<file path="src/rtl/multi_channel_phase_accumulator_if.sv">
// Control/status bundle of the multi-channel DDS phase accumulator.
// The master drives the shadow writes and per-channel controls; the slave returns phases and pulses.
interface multi_channel_phase_accumulator_if #(
  parameter int CHANNELS = 2,
  parameter int ACC_W    = 48,
  parameter int OUT_W    = 12,
  parameter int CH_AW    = 1
);
  logic                      WR_EN;
  logic [CH_AW-1:0]          WR_CH;
  logic [1:0]                WR_SEL;
  logic [ACC_W-1:0]          WR_DATA;
  logic                      UPDATE;
  logic [CHANNELS-1:0]       PHASE_CLR;
  logic [CHANNELS-1:0]       SWEEP_EN;
  logic [CHANNELS*OUT_W-1:0] PHASE;
  logic [CHANNELS-1:0]       WRAP;
  logic [CHANNELS-1:0]       SWEEP_WRAP;

  modport master (
    output WR_EN, WR_CH, WR_SEL, WR_DATA, UPDATE, PHASE_CLR, SWEEP_EN,
    input  PHASE, WRAP, SWEEP_WRAP
  );

  modport slave (
    input  WR_EN, WR_CH, WR_SEL, WR_DATA, UPDATE, PHASE_CLR, SWEEP_EN,
    output PHASE, WRAP, SWEEP_WRAP
  );
endinterface

</file>
<file path="src/rtl/multi_channel_phase_accumulator.sv">
// N-channel DDS phase accumulator with double-buffered tuning, phase offset and linear sweep.
// Every output is registered; channels share only the write bus and the UPDATE strobe.
module multi_channel_phase_accumulator #(
  parameter int CHANNELS = 2,
  parameter int ACC_W    = 48,
  parameter int OUT_W    = 12,
  parameter int CH_AW    = 1
) (
  input logic CLK,
  input logic RESET,
  multi_channel_phase_accumulator_if.slave bus
);

  for (genvar c = 0; c < CHANNELS; c++) begin : g_ch
    logic [ACC_W-1:0] sh_ftw, sh_step, sh_lim;
    logic [OUT_W-1:0] sh_off;
    logic [ACC_W-1:0] act_ftw, act_step, act_lim;
    logic [OUT_W-1:0] act_off;
    logic [ACC_W-1:0] acc;
    logic             carry_q, wrap_q, swrap_q;
    logic [OUT_W-1:0] phase_q;

    logic             wr_hit;
    logic [ACC_W-1:0] ftw_fw, step_fw, lim_fw;
    logic [OUT_W-1:0] off_fw;
    logic [ACC_W:0]   acc_sum, sweep_sum;
    logic             sweep_hit;

    assign wr_hit    = bus.WR_EN && (bus.WR_CH == CH_AW'(c));
    assign acc_sum   = {1'b0, acc} + {1'b0, act_ftw};
    assign sweep_sum = {1'b0, act_ftw} + {1'b0, act_step};
    assign sweep_hit = sweep_sum >= {1'b0, act_lim};

    // Shadow contents after this edge's write; also the forwarded value for a same-cycle UPDATE.
    always_comb begin
      ftw_fw  = sh_ftw;
      off_fw  = sh_off;
      step_fw = sh_step;
      lim_fw  = sh_lim;
      if (wr_hit) begin
        case (bus.WR_SEL)
          2'd0:    ftw_fw  = bus.WR_DATA;
          2'd1:    off_fw  = bus.WR_DATA[OUT_W-1:0];
          2'd2:    step_fw = bus.WR_DATA;
          default: lim_fw  = bus.WR_DATA;
        endcase
      end
    end

    always_ff @(posedge CLK) begin
      if (RESET) begin
        sh_ftw   <= '0;
        sh_off   <= '0;
        sh_step  <= '0;
        sh_lim   <= '0;
        act_ftw  <= '0;
        act_off  <= '0;
        act_step <= '0;
        act_lim  <= '0;
        acc      <= '0;
        carry_q  <= 1'b0;
        wrap_q   <= 1'b0;
        swrap_q  <= 1'b0;
        phase_q  <= '0;
      end else begin
        sh_ftw  <= ftw_fw;
        sh_off  <= off_fw;
        sh_step <= step_fw;
        sh_lim  <= lim_fw;
        swrap_q <= 1'b0;
        if (bus.UPDATE) begin
          act_ftw  <= ftw_fw;
          act_off  <= off_fw;
          act_step <= step_fw;
          act_lim  <= lim_fw;
        end else if (bus.SWEEP_EN[c]) begin
          if (sweep_hit) begin
            act_ftw <= sh_ftw;
            swrap_q <= 1'b1;
          end else begin
            act_ftw <= sweep_sum[ACC_W-1:0];
          end
        end
        acc     <= bus.PHASE_CLR[c] ? '0 : acc_sum[ACC_W-1:0];
        // Carry is held one extra stage so WRAP lines up with the wrapped value on PHASE.
        carry_q <= acc_sum[ACC_W] & ~bus.PHASE_CLR[c];
        wrap_q  <= carry_q;
        phase_q <= acc[ACC_W-1 -: OUT_W] + act_off;
      end
    end

    assign bus.PHASE[c*OUT_W +: OUT_W] = phase_q;
    assign bus.WRAP[c]                 = wrap_q;
    assign bus.SWEEP_WRAP[c]           = swrap_q;
  end

endmodule
</file>
<file path="src/flat_wrapper.sv">
// flat-port wrapper written by rule: the top's interface ports become plain ports
module multi_channel_phase_accumulator_flat 
#(
  parameter int CHANNELS = 2,
  parameter int ACC_W    = 48,
  parameter int OUT_W    = 12,
  parameter int CH_AW    = 1
)
  (CLK, RESET, bus_WR_EN, bus_WR_CH, bus_WR_SEL, bus_WR_DATA, bus_UPDATE, bus_PHASE_CLR, bus_SWEEP_EN, bus_PHASE, bus_WRAP, bus_SWEEP_WRAP);
  multi_channel_phase_accumulator_if #(.CHANNELS(CHANNELS), .ACC_W(ACC_W), .OUT_W(OUT_W), .CH_AW(CH_AW)) bus_i ();
  input logic CLK;
  input logic RESET;
  input wire logic [$bits(bus_i.WR_EN)-1:0] bus_WR_EN;
  input wire logic [$bits(bus_i.WR_CH)-1:0] bus_WR_CH;
  input wire logic [$bits(bus_i.WR_SEL)-1:0] bus_WR_SEL;
  input wire logic [$bits(bus_i.WR_DATA)-1:0] bus_WR_DATA;
  input wire logic [$bits(bus_i.UPDATE)-1:0] bus_UPDATE;
  input wire logic [$bits(bus_i.PHASE_CLR)-1:0] bus_PHASE_CLR;
  input wire logic [$bits(bus_i.SWEEP_EN)-1:0] bus_SWEEP_EN;
  output wire logic [$bits(bus_i.PHASE)-1:0] bus_PHASE;
  output wire logic [$bits(bus_i.WRAP)-1:0] bus_WRAP;
  output wire logic [$bits(bus_i.SWEEP_WRAP)-1:0] bus_SWEEP_WRAP;
  assign bus_i.WR_EN = bus_WR_EN;
  assign bus_i.WR_CH = bus_WR_CH;
  assign bus_i.WR_SEL = bus_WR_SEL;
  assign bus_i.WR_DATA = bus_WR_DATA;
  assign bus_i.UPDATE = bus_UPDATE;
  assign bus_i.PHASE_CLR = bus_PHASE_CLR;
  assign bus_i.SWEEP_EN = bus_SWEEP_EN;
  assign bus_PHASE = bus_i.PHASE;
  assign bus_WRAP = bus_i.WRAP;
  assign bus_SWEEP_WRAP = bus_i.SWEEP_WRAP;
  multi_channel_phase_accumulator #(.CHANNELS(CHANNELS), .ACC_W(ACC_W), .OUT_W(OUT_W), .CH_AW(CH_AW)) u_core (.CLK(CLK), .RESET(RESET), .bus(bus_i));
endmodule
</file>
<file path="config.mk">
export PLATFORM = sky130hd
export DESIGN_NAME = multi_channel_phase_accumulator_flat
export DESIGN_NICKNAME = d
export VERILOG_FILES = /design/src/rtl/multi_channel_phase_accumulator_if.sv /design/src/rtl/multi_channel_phase_accumulator.sv /design/src/flat_wrapper.sv
export SDC_FILE = /design/constraint.sdc
export NUM_CORES = 2
export LEC_CHECK = 0
export BUFFER_PORTS_ARGS = -buffer_cell sky130_fd_sc_hd__buf_2
export CORE_MARGIN = 8
export CORE_UTILIZATION = 41
export DETAILED_ROUTE_END_ITERATION = 6
export PLACE_DENSITY = 0.68
export SLEW_MARGIN = 20
export SYNTH_ARGS = -nofsm -noshare
export SYNTH_HDL_FRONTEND = slang
export SYNTH_SLANG_ARGS = --single-unit
</file>
<file path="constraint.sdc">
create_clock -name CLK -period 8.1 [get_ports CLK]
set_input_delay 0.405 -clock CLK [delete_from_list [all_inputs] [get_ports CLK]]
set_output_delay 0.405 -clock CLK [all_outputs]
set_load 0.005 [all_outputs]
</file>
Yosys cells after proc, flatten, opt, wreduce, memory -nomap -nowiden
Cells that the tools add are included.
{"block": "word_totals", "register_bits": 750, "wordCells": 77}
{"block": "op_classes", "addsub": 6, "order_cmp": 2, "n_eq_ne": 2, "mux": 24, "bitwise_logic": 7, "n_reduce_logical": 10}
{"operator": "$mux 48", "n": 18}
{"operator": "$add 48x48->49", "n": 4}
{"operator": "$ge 49x48->1", "n": 2}
{"operator": "$mux 12", "n": 4}
{"operator": "$add 12x12->12", "n": 2}
{"operator": "$reduce_or 3->1", "n": 3}
{"operator": "$not 1->1", "n": 5}
{"operator": "$reduce_bool 2->1", "n": 2}
{"operator": "$reduce_or 2->1", "n": 2}
{"operator": "$and 1x1->1", "n": 2}
{"operator": "$eq 2x1->1 const B", "n": 1}
{"operator": "$eq 2x2->1 const B", "n": 1}
{"operator": "$logic_and 1x1->1", "n": 2}
{"operator": "$logic_not 2->1", "n": 1}
{"operator": "$mux 1", "n": 2}

Logic depth before layout (Yosys ltp)
{"block": "logic_depth", "ltp_word": 5, "mapped_depth": 24}

Worst setup path after synthesis
No wires, ideal clock.
{"block": "synth_timing", "kind": "register to register", "start": "reg u_core.g_ch[0].act_step[0]", "end": "reg u_core.g_ch[0].act_ftw[22]", "setup_time_ps": 138, "t_arrival_ps": 4712, "required_time_ps": 7962, "path_slack_ps": 3250, "stages_incl_launch_ff": 23, "path_buffers": 2, "period_less_slack_ps": 4850, "cell_sequence": "dfxtp_1 -> ha_1 -> fa_1 -> a211oi_1 -> o21ai_1 -> a22oi_1 -> o311ai_4 -> nand3_1 -> a21oi_1 -> a221oi_1 -> a21oi_1 -> xor2_1 -> ha_1 -> a21o_1 -> a211oi_1 -> o311ai_0 -> a2111oi_0 -> nand4_1 -> a41oi_2 -> buf_6 -> buf_6 -> mux2i_1 -> o221ai_1"}
{"block": "synth_via", "elab_chain_cells": 5}
{"item": "from (decl)", "line_no": "multi_channel_phase_accumulator.sv:17", "source": "logic [ACC_W-1:0] act_ftw, act_step, act_lim;"}
{"item": "from (signal assigned)", "line_no": "multi_channel_phase_accumulator.sv:74", "source": "act_step <= step_fw;"}
{"item": "$add 48x48->49 *", "line_no": "multi_channel_phase_accumulator.sv:31", "source": "assign sweep_sum = {1'b0, act_ftw} + {1'b0, act_step};"}
{"item": "$ge 49x48->1", "line_no": "multi_channel_phase_accumulator.sv:32", "source": "assign sweep_hit = sweep_sum >= {1'b0, act_lim};"}
{"item": "$mux 48 *", "line_no": "multi_channel_phase_accumulator.sv:77", "source": "if (sweep_hit) begin"}
{"item": "$mux 48 *", "line_no": "multi_channel_phase_accumulator.sv:76", "source": "end else if (bus.SWEEP_EN[c]) begin"}
{"item": "$mux 48 *", "line_no": "multi_channel_phase_accumulator.sv:71", "source": "if (bus.UPDATE) begin"}
{"item": "to (signal assigned)", "line_no": "multi_channel_phase_accumulator.sv:72", "source": "act_ftw <= ftw_fw;"}
{"item": "to (signal assigned)", "line_no": "multi_channel_phase_accumulator.sv:78", "source": "act_ftw <= sh_ftw;"}
{"item": "to (signal assigned)", "line_no": "multi_channel_phase_accumulator.sv:81", "source": "act_ftw <= sweep_sum[ACC_W-1:0];"}
{"item": "to (decl)", "line_no": "multi_channel_phase_accumulator.sv:17"}
Every way passes the cells marked *; elsewhere a longest branch is shown, timed or not. The select of a mux whose other input is x is not followed.
A chain may end at the register's enable or synchronous reset.

Final worst setup path
{"block": "layout_timing", "start": "reg u_core.g_ch[0].act_ftw[0]", "end": "reg u_core.g_ch[0].act_ftw[3]"}
{"block": "layout_via", "elab_chain_cells": 5}
{"item": "$add 48x48->49 *", "line_no": "multi_channel_phase_accumulator.sv:31"}
{"item": "$ge 49x48->1", "line_no": "multi_channel_phase_accumulator.sv:32"}
{"item": "$mux 48 *", "line_no": "multi_channel_phase_accumulator.sv:77"}
{"item": "$mux 48 *", "line_no": "multi_channel_phase_accumulator.sv:76"}
{"item": "$mux 48 *", "line_no": "multi_channel_phase_accumulator.sv:71"}
Marked as above.

==> results.tsv <==
metric	value	unit
status	complete, no violations	
Finish-stage setup viols	0	
Worst slew margin	24.7	%
Worst Hold End	u_core.g_ch[1].acc[41]	
Site Rows	114	
post-synthesis cell type count	89	
Ports	87	
CP Cell Sequence	ha_1 > fa_1 > a211oi_1 > o21ai_1 > a22oi_1 > o311ai_4 > nand3_1 > a21oi_1 > a221oi_1 > a21oi_1 > xor2_1 > ha_1 > a21o_1 > a211oi_1 > o311ai_0 > a2111oi_0 > nand4_1 > a41oi_4 > buf_4 > mux2i_1 > o221ai_1	
Tot GR Track Use	20.5	%
Worst-Margin Slew	1130	ps
Slew Limit Fails	0	
CTS Sinks	750	
worst path required time	8600	ps
Setup TNS	0	ps
Final min period	6790	ps
CTS HTree Levels	3	
setup bufs post-CTS	0	
Flop pwr share	42.5	%
DR DRC count	0	
core area	96400	µm²
WL/cell	19.6	µm
critical path's slowest cell	a41oi_4	
VDD IR-drop max	0.000169	V
Post-DRT Antenna Nets	0	
Max Cap Viol	0	
drt initial violations	2479	
EDFF count, synth	0	
Cell Area, Synth	39800	µm²
Post-DP HPWL	82500	µm
Comb pwr share	15.6	%
Clock Latency Late Sink	650	ps
Crit Path Max Fanout	35	
clock skew	16.6	ps
leak pwr	19.2	nW
fmax	147	MHz
Post-synth top flop	dfxtp_1	
Worst EP arrival	7290	ps
routed vias/inst	5.64	
P_int	6.62	mW
reg-to-reg setup timing slack	1310	ps
critical path's top delay family	compound AO/OA/AOI/OAI gates	
YS warnings	0	
CP Capture Type	flop	
die area	107000	µm²
Switching Power	2.64	mW
WS Path Type	reg2reg	
Clock Pin Slew Worst Setup and Hold Paths	60	ps
Synth Register Bits	750	
ratio of cells with drive above 1 in the final layout	7.15	%
Final Hold Vio Count	0	
Hold Buf Count CTS	0	
worst min-delay path category	in2reg	
fin crit share	83.8	%
FFs w/ async S/R, synth	0	%
pin count of the biggest net entering global routing	207	
CTS buffer count	81	
clock power share	41.9	%
WL final	114000	µm
total iterations of the first detailed-routing run	5	
die width	327	µm
grt ovf	0	
worst path bufs/invs	1	
switching part of the total	28.5	%
power density over the cells	211	nW/µm²
Final Net Count	4841	
vias after detailed routing	32809	
Post-Syn Nets	4910	
Worst R2R Path Depth	21	
Worst Setup Start Kind	flop	
setup ws final	1310	ps
CTS root buffer	clkbuf_16	
hold depth	3	
synth-to-layout area growth	10.3	%
R2R Path End	u_core.g_ch[0].act_ftw[3]	
Die Y	327	µm
Slowest Stage Delay on Critical Path	740	ps
RD Place Congestion	0.941	
post-cts resize count	0	
initial antenna violation count	10	
dpl ws	1470	ps
CTS tree	done	
vias in the first global route	31200	
cell count after synthesis	4535	
Fillers	9453	
Seq/Total Area, Yosys	37.8	%
reg-to-reg startpoint	u_core.g_ch[0].act_ftw[0]	
port bufs	86	
Min-Delay Startpoint	bus_PHASE_CLR[1]	
Starting Density	41.2	%
unrepaired setup endpoints after global routing	false	
Clock Path Buffers	3	
first-pass GRT wire length	178000	µm
commonest non-fill, non-tap cells in the layout	nor2_1, dfxtp_1, mux2i_1	
Avg Cell Area, Syn	8.77	µm²
## routing by layer
| metal | share of wire (%) | global-route usage, % | vias up | wire length (µm) |
|---|---|---|---|---|
| met5 | 0.032 | 0 | - | 36 |
| met4 | 2.5 | 5.29 | 6 | 2820 |
| met3 | 6.2 | 3.48 | 183 | 7130 |
| met2 | 44 | 32.3 | 862 | 50000 |
| met1 | 47 | 29.0 | 15644 | 54100 |
| li1 | - | - | 16114 | - |
## cell usage after synthesis, drive strengths merged, types with 9 or more instances
cell / count / area (µm²)
ha: 310 / 3880
xnor2: 104 / 911
or2: 16 / 100
a21boi: 13 / 97.6
a41oi: 10 / 110
nand4: 52 / 332
nand3: 57 / 285
nor3b: 9 / 67.6
a21oi: 301 / 1510
clkbuf: 221 / 830
xor2: 68 / 596
nor2b: 49 / 307
and3: 23 / 144
and4: 9 / 78.8
o21a: 45 / 338
o22ai: 14 / 87.6
o21bai: 35 / 263
dfxtp: 750 / 15000
buf: 54 / 283
o221ai: 33 / 289
inv: 168 / 631
o211ai: 25 / 193
a211oi: 271 / 2040
and2: 22 / 140
nor2: 750 / 2820
a31oi: 25 / 171
a21o: 128 / 961
a211o: 14 / 123
nor3: 72 / 370
a221oi: 16 / 140
or3: 19 / 124
mux2i: 372 / 3720
o21ai: 143 / 719
mux2: 11 / 124
nand2b: 25 / 156
a2111oi: 11 / 124
nand2: 192 / 721
o31ai: 14 / 110
## how the worst max path moves through the flow
stage	start	end	slack, ps	cells after the start
2_1_floorplan	u_core.g_ch[0].act_step[0]	u_core.g_ch[0].act_ftw[22]	3250	22
3_3_place_gp	u_core.g_ch[0].act_ftw[0]	u_core.g_ch[0].act_ftw[37]	1450	22
3_5_place_dp	u_core.g_ch[0].act_ftw[0]	u_core.g_ch[0].act_ftw[37]	1470	22
4_1_cts	u_core.g_ch[0].act_ftw[0]	u_core.g_ch[0].act_ftw[28]	1420	21
5_1_grt	u_core.g_ch[0].act_ftw[0]	u_core.g_ch[0].act_ftw[37]	940	22
6_report	u_core.g_ch[0].act_ftw[0]	u_core.g_ch[0].act_ftw[3]	1310	21
## worst reg2reg max path: stages (launching register included)
cell	delay (ps)
dfxtp_1	340
ha_1	230
fa_1	430
a211oi_1	320
o21ai_1	180
a22oi_1	450
o311ai_4	210
nand3_1	180
a21oi_1	120
a221oi_1	470
a21oi_1	150
xor2_1	210
ha_1	280
a21o_1	190
a211oi_1	240
o311ai_0	200
a2111oi_0	330
nand4_1	210
a41oi_4	740
buf_4	650
mux2i_1	360
o221ai_1	140
## layout make-up
class	count	area (µm²)	share of cell area (%)
Multi-Input combinational cell	3340	23000	52.5
Sequential cell	750	15000	34.2
Clock buffer	114	2360	5.38
Tap cell	1276	1600	3.64
Timing Repair Buffer	123	753	1.72
Inverter	170	638	1.45
Clock inverter	37	458	1.04
Antenna cell	3	7.51	0.0171
## cell families (layout without fill, tap and decap cells)
family | count (synthesis) | in the layout | share of synthesized area [%]
adder cells (fa/ha/maj) | 316 | 316 | 10.1
multiplexers | 383 | 383 | 9.67
buffers and inverters | 445 | 444 | 4.40
AO/OA/AOI/OAI | 1157 | 1157 | 19.8
XOR/XNOR | 172 | 172 | 3.79
AND/OR/NAND/NOR | 1312 | 1312 | 14.6
flip-flops | 750 | 750 | 37.8
other | 0 | 3 | 0
## power by group through the flow
stage / logic, mW / clock network, mW / registers [mW]
floorplan: 1.06 / 0 / 3.97
global placement: 1.40 / 0 / 4.01
detailed placement: 1.42 / 0 / 4.01
CTS: 1.43 / 3.96 / 3.93
global route: 1.58 / 4.09 / 3.94
finish: 1.44 / 3.88 / 3.93
## metrics by stage
step                      hold WS (ps)  instances  util [%]  cell area [µm²]  total power, mW
after CTS                         20.4       5810      45.5            43900             9.32
final                             56.1       5813      45.5            43900             9.25
after detailed placement           427       5659      42.6            41000             5.43
after global placement             422       5659      42.6            41000             5.41
after global routing              44.9       5810      45.5            43900             9.62
after floorplan                    414       4535         -            39800             5.03
## sequential cells by signal, indices dropped and copies added, names as in the netlist
register	flops
u_core.g_ch.swrap_q	2
u_core.g_ch.act_ftw	96
u_core.g_ch.act_lim	96
u_core.g_ch.carry_q	2
u_core.g_ch.sh_ftw	96
u_core.g_ch.act_step	96
u_core.g_ch.sh_lim	96
u_core.g_ch.sh_step	96
u_core.g_ch.sh_off	24
u_core.g_ch.wrap_q	2
u_core.g_ch.act_off	24
u_core.g_ch.acc	96
u_core.g_ch.phase_q	24
Power figures use the tool's default switching activity.
